<file path="config.mk">
export PLATFORM = sky130hd
export DESIGN_NAME = hada_widen_pack
export DESIGN_NICKNAME = d
export VERILOG_FILES = /design/src/rtl/hada_pkg.sv /design/src/rtl/hada_widen_pack_lane_insert.sv /design/src/rtl/hada_widen_pack.sv
export SDC_FILE = /design/constraint.sdc
export NUM_CORES = 1
export LEC_CHECK = 0
export ABC_AREA = 0
export BUFFER_PORTS_ARGS = -buffer_cell sky130_fd_sc_hd__buf_2
export CAP_MARGIN = 40
export CORE_UTILIZATION = 55
export DETAILED_ROUTE_END_ITERATION = 10
export GPL_ROUTABILITY_DRIVEN = 0
export PLACE_DENSITY = 0.76
export SYNTH_ARGS = -nofsm -noshare
export SYNTH_HDL_FRONTEND = slang
export SYNTH_HIERARCHICAL = 1
export SYNTH_SLANG_ARGS = --single-unit
</file>
<file path="constraint.sdc">
create_clock -name clk -period 5.3 [get_ports clk]
set_input_delay 0.53 -clock clk [delete_from_list [all_inputs] [get_ports clk]]
set_output_delay 0.53 -clock clk [all_outputs]
set_load 0.02 [all_outputs]
</file>
<file path="src/rtl/hada_pkg.sv">
// Shared hada types and helpers for the narrow/wide lane utilities.
package hada;

  typedef logic [63:0] ulongint;

  function automatic int lanesOf(int ew);
    return 64 / ew;
  endfunction

endpackage

</file>
<file path="src/rtl/hada_widen_pack_lane_insert.sv">
// Combinational lane insert: writes in_data into lane idx of acc, keeps lower lanes, zeroes lanes above idx.
module hada_lane_insert
  import hada::*;
#(
  parameter  int EW    = 8,
  localparam int LANES = lanesOf(EW),
  localparam int IW    = (LANES > 1) ? $clog2(LANES) : 1
) (
  input  ulongint         acc,
  input  logic [IW-1:0]   idx,
  input  logic [EW-1:0]   in_data,
  output ulongint         word
);

  always_comb begin
    word = '0;
    for (int i = 0; i < LANES; i++) begin
      if (IW'(i) < idx) begin
        word[i*EW +: EW] = acc[i*EW +: EW];
      end else if (IW'(i) == idx) begin
        word[i*EW +: EW] = in_data;
      end
    end
  end

endmodule

</file>
<file path="src/rtl/hada_widen_pack.sv">
// Stream upsizer: packs EW-bit elements into 64-bit words, lane 0 in the LSBs; in_last closes a word early.
// Optional per-word valid-lane count on out_cnt when HADA_WIDEN_PACK_CNT_EN is defined.
module hada_widen_pack
  import hada::*;
#(
  parameter  int EW    = 8,
  localparam int LANES = lanesOf(EW),
  localparam int IW    = (LANES > 1) ? $clog2(LANES) : 1,
  localparam int CW    = $clog2(LANES + 1)
) (
  input  logic          clk,
  input  logic          rst,
  input  logic          in_valid,
  output logic          in_ready,
  input  logic [EW-1:0] in_data,
  input  logic          in_last,
  output logic          out_valid,
  input  logic          out_ready,
  output ulongint       out_data,
  output logic          out_last
`ifdef HADA_WIDEN_PACK_CNT_EN
  ,
  output logic [CW-1:0] out_cnt
`endif
);

  if (!(EW == 8 || EW == 16 || EW == 32 || EW == 64)) begin : g_bad_ew
    $error("hada_widen_pack: EW must be 8, 16, 32 or 64");
  end

  ulongint       acc_q, acc_d;
  ulongint       out_data_q, out_data_d;
  ulongint       ins_word;
  logic [IW-1:0] idx_q, idx_d;
  logic          out_valid_q, out_valid_d;
  logic          out_last_q, out_last_d;
  logic          out_free, accept, complete;

  hada_lane_insert #(.EW(EW)) u_insert (
    .acc    (acc_q),
    .idx    (idx_q),
    .in_data(in_data),
    .word   (ins_word)
  );

  always_comb begin
    out_free    = !out_valid_q || out_ready;
    accept      = in_valid && out_free;
    complete    = (idx_q == IW'(LANES - 1)) || in_last;
    acc_d       = acc_q;
    idx_d       = idx_q;
    out_data_d  = out_data_q;
    out_last_d  = out_last_q;
    out_valid_d = out_valid_q;
    if (out_valid_q && out_ready) begin
      out_valid_d = 1'b0;
    end
    if (accept) begin
      if (complete) begin
        // A completing accept overrides the drain above, so words stream back-to-back.
        out_data_d  = ins_word;
        out_last_d  = in_last;
        out_valid_d = 1'b1;
        acc_d       = '0;
        idx_d       = '0;
      end else begin
        for (int i = 0; i < LANES; i++) begin
          if (IW'(i) == idx_q) begin
            acc_d[i*EW +: EW] = in_data;
          end
        end
        idx_d = idx_q + 1'b1;
      end
    end
  end

  always_ff @(posedge clk or posedge rst) begin
    if (rst) begin
      acc_q       <= '0;
      idx_q       <= '0;
      out_data_q  <= '0;
      out_last_q  <= 1'b0;
      out_valid_q <= 1'b0;
    end else begin
      acc_q       <= acc_d;
      idx_q       <= idx_d;
      out_data_q  <= out_data_d;
      out_last_q  <= out_last_d;
      out_valid_q <= out_valid_d;
    end
  end

`ifdef HADA_WIDEN_PACK_CNT_EN
  logic [CW-1:0] cnt_q, cnt_d;

  always_comb begin
    cnt_d = cnt_q;
    if (accept && complete) begin
      cnt_d = CW'(idx_q) + CW'(1);
    end
  end

  always_ff @(posedge clk or posedge rst) begin
    if (rst) begin
      cnt_q <= '0;
    end else begin
      cnt_q <= cnt_d;
    end
  end

  assign out_cnt = cnt_q;
`endif

  assign in_ready  = out_free;
  assign out_valid = out_valid_q;
  assign out_data  = out_data_q;
  assign out_last  = out_last_q;

endmodule
</file>
* Word-level counts from Yosys, hierarchy flattened
Cells that the tools add are included.
** Operators by class
- Add/sub/neg operators :: 1
- Magnitude comparators :: 8
- Equal/unequal tests :: 8
- Multiplexer cells :: 29
- Reduce and logical (&&, ||, !) cells :: 23
** Operators by type and width (number)
- $mux W8 :: 24
- $mux W64 :: 1
- $reduce_and A2 Y1 :: 9
- $reduce_bool A2 Y1 :: 8
- $eq A3 B3 Y1 const A :: 4
- $lt A3 B3 Y1 const A :: 4
- $eq A2 B3 Y1 const A :: 2
- $lt A1 B3 Y1 const A :: 2
- $lt A2 B3 Y1 const A :: 2
- $add A3 B1 Y3 const B :: 1
- $eq A1 B3 Y1 const A :: 1
- $eq A3 B3 Y1 const B :: 1
- $logic_not A3 Y1 :: 1
- $mux W1 :: 3
- $mux W3 :: 1
- $logic_and A1 B1 Y1 :: 2
- $logic_or A1 B1 Y1 :: 2
- $logic_not A1 Y1 :: 1
** Word-level totals
- Flip-flop bits (word level) :: 133
- Bits of input ports :: 13
- Word-level logic and storage cells :: 81

* Depth between registers and ports, before layout
Gate-level depths: netlist of the first run.
- Depth in word-level cells :: 4
- Depth in mapped cells :: 8
- Depth with buffers taken out :: 5

* Modules after synthesis
The synthesis of the first run kept the hierarchy.
** By module, submodules not included
- hada_widen_pack :: instances 1, cells an instance 335, area an instance 5357.6 um2, sequential area each 3328.2 um2
- hada_lane_insert :: instances 1, cells an instance 176, area an instance 1063.5 um2, sequential area each 0.0 um2

* Worst setup path before layout of the first run
OpenSTA, ideal clock, no wires.
- Kind :: register to register
- Start :: register idx_q[1]
- End :: register out_data_q[10], in the netlist out_data[10]
- Data arrival time :: 1924 ps
- Required time :: 5175 ps
- Setup slack :: 3251 ps
- Stages on the path, launching flop included :: 9
- Buffers on the path :: 3
- Period minus slack after synthesis :: 2049 ps
- Path through :: dfrtp_1 > ha_1 > ha_1 > or2_1 > clkbuf_4 > nand3_4 > buf_12 > buf_12 > mux2_4
** Between the ends
- Cells in the longest elaborated chain, start to end :: 3
** Ends and longest elaborated chain
- from (decl) :: RTL line hada_widen_pack.sv:34 : logic [IW-1:0] idx_q, idx_d;
- from (signal assigned) :: RTL line hada_widen_pack.sv:86 : idx_q <= idx_d;
- branches (longest 3 deep; another with $lt A1 B3 Y1)
- to (signal assigned) :: RTL line hada_widen_pack.sv:87 : out_data_q <= out_data_d;
- to (decl) :: RTL line hada_widen_pack.sv:32 : ulongint out_data_q, out_data_d;
Several ways; the timed one is not identified.
A chain may end at the register's enable or synchronous reset.

* Worst setup path in the final report of the first run
- Start :: register idx_q[0]
- End :: register out_data_q[61], in the netlist out_data[61]
** Between the ends
- Cells in the longest elaborated chain, start to end :: 3
** Ends and longest elaborated chain
- branches (longest 3 deep; another with $lt A3 B3 Y1)
Several ways; the timed one is not identified.

==> metrics.md, run 1 <==
| Metric | Value |
|---|---|
| Core area | `10,900 um^2` |
| Worst path arrival time | `3610 ps` |
| Vias in the first global route | `4,217` |
| Power Density | `397 nW/um^2` |
| Post-synthesis average cell area | `12.5 um^2` |
| Startpoint Class | `register` |
| Leak | `3.50 nW` |
| CTS sink cnt | `125` |
| Max Clock Freq | `0.312 GHz` |
| Max VDD drop | `0.257 mV` |
| Setup_tns | `0 ps` |
| Area delta synth->final | `14.9%` |
| Sequential Area | `3130 um^2` |
| Worst min-delay path category | `in2reg` |
| Row Count | `38` |
| Cell area after synthesis | `6170 um^2` |
| Final worst path period need | `3210 ps` |
| H-Tree Depth | `4` |
| CP max FO | `68` |
| Initial antenna violation count | `0` |
| Met2 wire len | `6430 um` |
| Max layer used | `met4` |
| Final Cycle Share | `0.606` |
| Cts bufs inserted | `17` |
| GR Overflow Total | `0` |
| Wirelength per Cell | `19.3 um` |
| Initial Util | `0.567` |
| First-pass GRT wire length | `22,600 um` |
| PortBufs | `79` |
| GRT Util Overall | `0.258` |
| RSZ-0062 raised after global routing | `no` |
| Clock Skew | `7.10 ps` |
| CTS max path bufs | `2` |
| Vias per inst | `5.93` |
| Status | `complete, no violations` |
| Clock latency at the later pin of the worst-skew pair | `520 ps` |
| Via count | `4,254` |
| Post-Synthesis Cells | `495` |
| DR iter-0 viols | `304` |
| Antenna fix cells | `0` |
| Setup violators final | `0` |
| Post_cts resized | `0` |
| Die Area | `11,600 um^2` |
| Worst-Margin Slew | `653 ps` |
| Drc violations | `0` |
| DP HPWL | `8730 um` |
| Fin nets | `584` |
| Setup Fix Bufs, Post-CTS | `0` |
| Worst slew margin | `0.565` |
| Worst setup EP type | `register` |
| Final wirelength | `13,900 um` |
| Die width | `108 um` |
| DR pass1 iterations | `5` |
| Root buffer cell | `clkbuf_8` |
| TritonCTS clock tree | `yes` |
| Hold WS | `308 ps` |
| Net Count, Synth | `514` |
| Required time of the critical path | `5700 ps` |
| ANT nets after route | `0` |
| Boundary Pins | `80` |
| Met3 WL post-DR | `932 um` |
| Kind of critical path | `reg2reg` |
| Fin. max-slew vios | `0` |
| Largest net degree at the start of global routing | `72` |
| MaxCap Viol Count | `0` |
| M1 wire length | `6170 um` |
| Reg clk slew, reported paths | `60 ps` |
| Ys Warns | `6` |
| Fin. Hold Viols | `0` |
| Layout cell share with drive strength beyond 1 | `0.347` |
| Multi-input gate area | `2710 um^2` |
| Die Height | `108 um` |
| Fillers | `800` |
through the flow:
| step | std cells | utilization | area, um^2 | power [mW] | setup slack [ps] |
|---|---|---|---|---|---|
| detailed placement | 685 | 0.598 | 6510 | 1.71 | 2150 |
| global placement | 683 | 0.594 | 6470 | 1.69 | 2220 |
| floorplan | 495 | - | 6170 | 1.58 | 1440 |
| finish | 717 | 0.651 | 7090 | 2.81 | 2090 |
| global route | 717 | 0.651 | 7090 | 2.92 | 1960 |
| CTS | 717 | 0.651 | 7090 | 2.83 | 2120 |
worst paths after layout:
check                                           start                       end  slack, ps  cells after the start
min in group asynchronous                         rst  out_data[26]$_DFFE_PP0P_        470                      3
worst min-delay path                          in_last      out_last$_DFFE_PP0P_        310                      2
worst min register to register  acc_q[32]$_DFFE_PP0P_     acc_q[32]$_DFFE_PP0P_        480                      1
worst max-delay path             idx_q[0]$_DFFE_PP0P_  out_data[61]$_DFFE_PP0P_       2090                      7
worst max register to register   idx_q[0]$_DFFE_PP0P_  out_data[61]$_DFFE_PP0P_       2090                      7
max in group asynchronous                         rst  out_data[42]$_DFFE_PP0P_       4060                      4
cell type report:
class	count	area share
Inverter	6	0.00353
Clock buffer	18	0.0604
Timing Repair Buffer	87	0.0674
Clock inverter	13	0.0203
Multi-Input combinational cell	328	0.382
Sequential cell	125	0.441
Tap cell	140	0.0247
cells in the final DEF (no fill, tap or decap), drive strengths merged, types with 5 or more instances in the layout:
master,count
dfrtp,125
buf,86
mux2,72
nand2,53
o21ai,35
a22o,30
o2bb2ai,27
clkbuf,18
a21boi,16
nand3,12
o211ai,12
nand2b,9
or3b,8
nand3b,8
a21oi,8
and3,8
inv,7
ha,6
clkinv,6
nand4,5
nor2b,5
per-layer routing:
metal	up-vias	track usage
met4	0	0.101
li1	1954	-
met3	24	0.0726
met5	-	0
met1	2101	0.360
met2	175	0.383
where the power goes:
group          switching [mW]  internal, mW  leakage, nW  total (mW)
sequential             0.0605          1.06         1.71        1.12
clock                   0.428         0.680        0.269        1.11
combinational           0.351         0.235         1.52       0.586
what timing repair did:
| item | in CTS | in global routing |
|---|---|---|
| hold buffers | 1 | 0 |
| hold endpoints to repair | 11 | 0 |
| endpoints found under the setup margin | 0 | 0 |
critical path: stages (launching register included):
cell and delay (ps):
dfrtp_1 360, buf_4 320, ha_1 330, ha_1 200, or2_1 330, nand3_4 470
buf_4 640, mux2_2 410
state kept, by name (all words and copies together) (netlist names):
name       flops
out_valid      1
acc_q         56
idx_q          3
out_last       1
out_data      64
No activity file was read; power rests on OpenSTA's default activity.
==> run 2, diff against run 1 <==
--- a/config.mk
+++ b/config.mk
@@ -5,7 +5,7 @@
 export SDC_FILE = /design/constraint.sdc
 export NUM_CORES = 1
 export LEC_CHECK = 0
-export ABC_AREA = 0
+export ABC_AREA = 1
 export BUFFER_PORTS_ARGS = -buffer_cell sky130_fd_sc_hd__buf_2
 export CAP_MARGIN = 40
 export CORE_UTILIZATION = 55
==> constraint.sdc (replaced) <==
create_clock -name clk -period 3 [get_ports clk]
set_input_delay 0.3 -clock clk [delete_from_list [all_inputs] [get_ports clk]]
set_output_delay 0.3 -clock clk [all_outputs]
set_load 0.02 [all_outputs]
==> metrics.md, run 2 <==
| Metric | Value |
|---|---|
| Worst reg2reg path startpoint | `idx_q[0]$_DFFE_PP0P_` |
| Core area | `10,500 um^2 (-3.5%)` |
| Layout cell share with drive strength beyond 1 | `0.167 (-0.180)` |
| Min-Delay Endpoint | `out_valid$_DFF_PP0_` |
| Worst setup EP type | `register` |
| Cell area after synthesis | `6040 um^2 (-2.1%)` |
| Power Density | `716 nW/um^2 (+80%)` |
| Status | `complete, no violations` |
| Die Height | `107 um (-1.0%)` |
| RSZ-0062 raised after global routing | `no` |
| Setup_tns | `0 ps (unchanged)` |
| Setup violators final | `0 (unchanged)` |
| Post-synthesis average cell area | `7.61 um^2 (-39%)` |
| RR Endpoint | `acc_q[0]$_DFFE_PP0P_` |
| Crit-path leading delay family | `simple AND/OR/NAND/NOR gates` |
| PortBufs | `79 (unchanged)` |
| Final worst path period need | `1920 ps (-1290 ps)` |
| Int Power | `3.55 mW (+80%)` |
| Worst slew margin | `0.499 (-0.0658)` |
| Comb power frac | `0.197 (-0.011)` |
| Slowest cell on the critical path | `nor2_1` |
| Worst min-delay path category | `in2reg` |
| Initial Util | `0.575 (+0.00818)` |
| R2R cell count | `7 (unchanged)` |
| Register share of total power | `0.403 (+0.005)` |
| Final wirelength | `15,800 um (+14%)` |
| CP max FO | `10 (-85%)` |
| DR iter-0 viols | `431 (+42%)` |
| Leak | `4.26 nW (+22%)` |
| Net Sw Frac | `0.304 (+0.00558)` |
| Reg clk slew, reported paths | `60 ps (about the same)` |
| DR pass1 iterations | `5 (unchanged)` |
| Row Count | `37 (-2.6%)` |
| Critical hold path startpoint | `out_ready` |
| Vias in the first global route | `5,356 (+27%)` |
| Final Cycle Share | `0.641 (+0.0358)` |
| Startpoint Class | `register` |
| Most frequent cells in the layout | `447 x nand2_1, 125 x dfrtp_1, 88 x nand3_1` |
| Wirelength per Cell | `15.5 um (-20%)` |
| First-pass GRT wire length | `26,200 um (+16%)` |
| Post-Synthesis Cells | `794 (+60%)` |
| Clock Skew | `8.66 ps (+1.56 ps)` |
| TritonCTS clock tree | `yes` |
| Die Area | `11,400 um^2 (-2.1%)` |
| MaxCap Viol Count | `0 (unchanged)` |
| Worst Path Buf+Inv | `1 (-1)` |
| Via count | `5,593 (+31%)` |
| Fin. max-slew vios | `0 (unchanged)` |
| Area delta synth->final | `17.8%` |
| Worst path depth | `7 (unchanged)` |
| Final worst slack | `1080 ps (-1010 ps)` |
| Clock latency at the later pin of the worst-skew pair | `510 ps (about the same)` |
| Fin. Hold Viols | `0 (unchanged)` |
| Vias per inst | `5.49 (-7.4%)` |
| Ys Warns | `6 (unchanged)` |
| Kind of critical path | `reg2reg` |
| GR Overflow Total | `0 (unchanged)` |
| Die width | `107 um (-1.0%)` |
| Cts bufs inserted | `17 (unchanged)` |
| CTS max path bufs | `2 (unchanged)` |
| Worst-Margin Slew | `750 ps (+97.1 ps)` |
| Root buffer cell | `clkbuf_8` |
| Critical Path Max Stage Delay | `510 ps (-130 ps)` |
| Max FFs per register | `64 (unchanged)` |
| Worst path arrival time | `2370 ps (-1240 ps)` |
| DP HPWL | `10,200 um (+17%)` |
| Initial antenna violation count | `0 (unchanged)` |
| Cells along the critical path | `ha_1 -> ha_1 -> inv_1 -> nand2_4 -> nor2_1 -> nand3_1 -> nand2_1` |
| H-Tree Depth | `4 (unchanged)` |
| Final Power | `5.10 mW (+81%)` |
| Worst slack at placement | `1110 ps (-1040 ps)` |
| Antenna fix cells | `0 (unchanged)` |
| ANT nets after route | `0 (unchanged)` |
| Hold Crit Depth | `4 (+2)` |
| GRT Util Overall | `0.300 (+0.0423)` |
| Boundary Pins | `80 (unchanged)` |
| Clock power share | `0.401 (+0.007)` |
| Required time of the critical path | `3450 ps (-2250 ps)` |
| Fillers | `890 (+11%)` |
| Drc violations | `0 (unchanged)` |
| Max VDD drop | `0.377 mV (+47%)` |
| CTS sink cnt | `125 (unchanged)` |
| Max Clock Freq | `0.520 GHz (+67%)` |
| Cell mode on critical path | `ha_1` |
| Fin nets | `889 (+52%)` |
| Commonest non-fill, non-tap cell in the layout | `nand2_1` |
| Largest net degree at the start of global routing | `100 (+39%)` |
| Net load switching power | `1.55 mW (+85%)` |
| R2R setup slack | `1080 ps (-1010 ps)` |
| Net Count, Synth | `813 (+58%)` |
[run 2: cell types whose count changed in the layout (fill, tap and decap cells not counted), moves of 27 or more]
| cell | previous run | this run |
|---|---|---|
| o2bb2ai_1 | 27 | 0 |
| nand3_1 | 11 | 88 |
| a22o_1 | 30 | 0 |
| nand2_1 | 53 | 447 |
| o21ai_0 | 32 | 3 |
| mux2_4 | 50 | 0 |
[run 2: worst max path at each step]
stage                                    start                     to  slack, ps
after floorplan                            rst   acc_q[0]$_DFFE_PP0P_       1160
after global placement    idx_q[0]$_DFFE_PP0P_  acc_q[40]$_DFFE_PP0P_       1190
after detailed placement  idx_q[0]$_DFFE_PP0P_   acc_q[0]$_DFFE_PP0P_       1110
after CTS                 idx_q[0]$_DFFE_PP0P_   acc_q[0]$_DFFE_PP0P_       1100
after global routing      idx_q[0]$_DFFE_PP0P_   acc_q[0]$_DFFE_PP0P_        940
final                     idx_q[0]$_DFFE_PP0P_   acc_q[0]$_DFFE_PP0P_       1080
[run 2: power groups by stage]
stage	clock [mW]	combinational, mW	sequential [mW]
after global placement	0	0.961	2.07
after global routing	2.14	1.11	2.08
after floorplan	0	0.569	2.18
final	2.04	1.00	2.05
after detailed placement	0	0.989	2.08
after CTS	2.06	0.997	2.05
[run 2: worst min-delay path, stage by stage]
cell     delay (ps)
buf_2            70
inv_1            60
nand2_1          90
nand2_1          60
[run 2: cell type report]
cell class | instances | area (um^2) | area share
inverters | 31 | 120 | 0.0169
clock buffers | 24 | 480 | 0.0675
flip-flops and latches | 125 | 3130 | 0.439
multi-input cells | 600 | 2550 | 0.359
repair buffers | 95 | 556 | 0.0780
well taps | 136 | 170 | 0.0239
clock inverters | 7 | 110 | 0.0155
[run 2: timing repair]
item	CTS	global route
gates resized for setup	0	0
hold endpoints to repair	26	0
setup buffers	0	0
hold buffers	1	0
[run 2: metrics by stage]
stage          utilization  cell area (um^2)  hold slack [ps]  cells
2_1_floorplan            -              6050              417    794
3_3_place_gp         0.620              6520              381    986
3_5_place_dp         0.620              6520              396    986
4_1_cts              0.677              7120             98.7   1018
5_1_grt              0.677              7120              105   1018
6_report             0.677              7120              109   1018
[run 2: layer usage]
layer,share of wire,routed length [um],track usage,up-vias
li1,-,-,-,2634
met1,0.42,6570,0.406,2651
met2,0.48,7500,0.465,259
met3,0.082,1290,0.0663,49
met4,0.026,409,0.134,0
met5,0,0,0,-
==> run 3, diff against run 2 <==
--- a/config.mk
+++ b/config.mk
@@ -5,7 +5,7 @@
 export SDC_FILE = /design/constraint.sdc
 export NUM_CORES = 1
 export LEC_CHECK = 0
-export ABC_AREA = 1
+export ABC_AREA = 0
 export BUFFER_PORTS_ARGS = -buffer_cell sky130_fd_sc_hd__buf_2
 export CAP_MARGIN = 40
 export CORE_UTILIZATION = 55
==> constraint.sdc (replaced) <==
create_clock -name clk -period 1.8 [get_ports clk]
set_input_delay 0.18 -clock clk [delete_from_list [all_inputs] [get_ports clk]]
set_output_delay 0.18 -clock clk [all_outputs]
set_load 0.02 [all_outputs]
==> metrics.md, run 3 (synthesis results as in run 1) <==
| Metric | Value |
|---|---|
| R2R setup slack | `-80 ps (-1150 ps)` |
| Status | `complete, but fails checks` |
| Startpoint Class | `register` |
| Initial Util | `0.567 (-0.00818)` |
| Clock latency at the later pin of the worst-skew pair | `530 ps (+20 ps)` |
| Die Height | `108 um (+1.0%)` |
| RR Endpoint | `idx_q[2]$_DFFE_PP0P_` |
| Cells along the critical path | `ha_4 -> ha_4 -> or2_4 -> buf_4 -> or4_1 -> o21ai_1` |
| Die width | `108 um (+1.0%)` |
| Vias in the first global route | `4,290 (-20%)` |
| Critical hold path startpoint | `in_data[0]` |
| Final wirelength | `14,300 um (-9.1%)` |
| Max layer used | `met4` |
| Slowest cell on the critical path | `or4_1` |
| TritonCTS clock tree | `yes` |
| ANT nets after route | `0 (unchanged)` |
| Layout cell share with drive strength beyond 1 | `0.389 (+0.222)` |
| Min-Delay Endpoint | `acc_q[8]$_DFFE_PP0P_` |
| Cell mode on critical path | `ha_4` |
| Vias per inst | `5.97 (+8.7%)` |
| GRT Util Overall | `0.266 (-0.0340)` |
| Worst path arrival time | `2320 ps (-50 ps)` |
| CTS max path bufs | `2 (unchanged)` |
| CTS sink cnt | `125 (unchanged)` |
| Worst slack at placement | `-70.0 ps (-1180 ps)` |
| Max FFs per register | `64 (unchanged)` |
| Critical Path Max Stage Delay | `480 ps (-30 ps)` |
| Leak | `3.68 nW (-14%)` |
| Worst setup EP type | `register` |
| Die Area | `11,600 um^2 (+2.1%)` |
| Clock Skew | `5.84 ps (-2.82 ps)` |
| First-pass GRT wire length | `23,000 um (-12%)` |
| Required time of the critical path | `2240 ps (-1210 ps)` |
| DP HPWL | `9050 um (-11%)` |
| H-Tree Depth | `4 (unchanged)` |
| DR pass1 iterations | `5 (unchanged)` |
| Fin. Hold Viols | `0 (unchanged)` |
| Fin. max-slew vios | `0 (unchanged)` |
| MaxCap Viol Count | `0 (unchanged)` |
| Power Density | `1130 nW/um^2 (+57%)` |
| Row Count | `38 (+2.7%)` |
| Hold Crit Depth | `2 (-2)` |
| Max VDD drop | `0.787 mV (+110%)` |
| Met2 wire len | `6730 um (-10%)` |
| Commonest non-fill, non-tap cell in the layout | `dfrtp_1` |
| Wirelength per Cell | `19.3 um (+25%)` |
| Antenna fix cells | `0 (unchanged)` |
| Final worst slack | `-76.6 ps (-1150 ps)` |
| Cts bufs inserted | `17 (unchanged)` |
| Drc violations | `0 (unchanged)` |
| Worst-Margin Slew | `472 ps (-277 ps)` |
| Worst min-delay path category | `in2reg` |
| Area delta synth->final | `20.7%` |
| Boundary Pins | `80 (unchanged)` |
| Final Power | `8.39 mW (+65%)` |
| Worst reg2reg path startpoint | `idx_q[1]$_DFFE_PP0P_` |
| Most frequent cells in the layout | `124 x dfrtp_1, 79 x buf_2, 55 x mux2_4` |
| Core area | `10,900 um^2 (+3.6%)` |
| Largest net degree at the start of global routing | `90 (-10%)` |
| Final worst path period need | `1880 ps (-47.4 ps)` |
| CP max FO | `5 (-5)` |
| Root buffer cell | `clkbuf_8` |
| Kind of critical path | `reg2reg` |
| R2R cell count | `6 (-1)` |
| Final Cycle Share | `1.04 (+0.401)` |
| Met3 WL post-DR | `940 um (-27%)` |
| M1 wire length | `6330 um (-3.7%)` |
| Failing checks | `setup timing` |
| Fin nets | `609 (-31%)` |
| Max Clock Freq | `0.533 GHz (+2.5%)` |
| Worst slew margin | `0.685 (+0.186)` |
| Reg clk slew, reported paths | `60 ps (about the same)` |
| RSZ-0062 raised after global routing | `yes` |
| DR iter-0 viols | `276 (-36%)` |
| Initial antenna violation count | `0 (unchanged)` |
| PortBufs | `79 (unchanged)` |
| Via count | `4,430 (-21%)` |
| Setup violators final | `39 (+39)` |
| GR Overflow Total | `0 (unchanged)` |
==> run 3: changes by cell type in the layout (fill, tap and decap cells not counted), moves of 27 or more <==
cell / delta
nand2_1: -394
o2bb2ai_1: +27
mux2_4: +55
a22o_1: +30
o21ai_0: +28
nand3_1: -77
==> run 3: critical path, delay by kind of cell, from the launching register on <==
| kind | cells | cell delay, ps |
|---|---|---|
| AND/OR/NAND/NOR | 2 | 740 |
| AO/OA/AOI/OAI | 1 | 120 |
| adder cells (fa/ha/maj) | 2 | 330 |
| buffers and inverters | 1 | 170 |
| flip-flops | 1 | 430 |
==> run 3: timing repair <==
action | in CTS | in global routing
hold endpoints to repair | 126 | 0
gates resized for setup | 14 | 16
setup buffers | 2 | 0
pin swaps | 0 | 1
hold buffers | 2 | 0
setup endpoints to repair | 92 | 109
cloned | 2 | 0
==> run 3: area by class of cell <==
type | instances | area, um^2
tap | 140 | 175
inverter | 6 | 26.3
sequential | 125 | 3130
timing repair buffer | 112 | 790
multi-input combinational | 328 | 2790
clock inverter | 7 | 62.6
fill | 769 | 3440
clock buffer | 24 | 480
==> run 3: layer usage <==
metal / global-route usage / up-vias
li1: - / 2010
met1: 0.373 / 2227
met2: 0.399 / 169
met3: 0.0515 / 24
met4: 0.129 / 0
met5: 0 / -
==> run 3: worst max-delay path by stage <==
stage,start,to,slack (ps),cells after the start
global route,idx_q[1]$_DFFE_PP0P_,out_data[62]$_DFFE_PP0P_,-100,6
floorplan,idx_q[1]$_DFFE_PP0P_,out_data[10]$_DFFE_PP0P_,-150,8
detailed placement,idx_q[1]$_DFFE_PP0P_,acc_q[9]$_DFFE_PP0P_,-70,6
finish,idx_q[1]$_DFFE_PP0P_,idx_q[2]$_DFFE_PP0P_,-80,6
global placement,idx_q[1]$_DFFE_PP0P_,acc_q[14]$_DFFE_PP0P_,-30,6
CTS,idx_q[1]$_DFFE_PP0P_,out_data[15]$_DFFE_PP0P_,-40,7
==> run 3: per-stage QoR <==
step	hold slack, ps	area, um^2	setup TNS [ps]	utilization	cells
floorplan	313	6210	-8290	-	495
global placement	356	6730	-682	0.618	705
detailed placement	368	6730	-2350	0.618	705
CTS	31.1	7410	-929	0.681	742
global route	49.4	7450	-3430	0.684	742
finish	38.5	7450	-1170	0.684	742
==> run 3: where the power goes <==
| part | leakage, nW | switching [mW] | total [mW] | internal, mW |
|---|---|---|---|---|
| logic | 1.70 | 1.08 | 1.95 | 0.864 |
| clock network | 0.270 | 1.16 | 3.12 | 1.96 |
| registers | 1.71 | 0.195 | 3.32 | 3.12 |
| total | 3.68 | 2.44 | 8.39 | 5.94 |
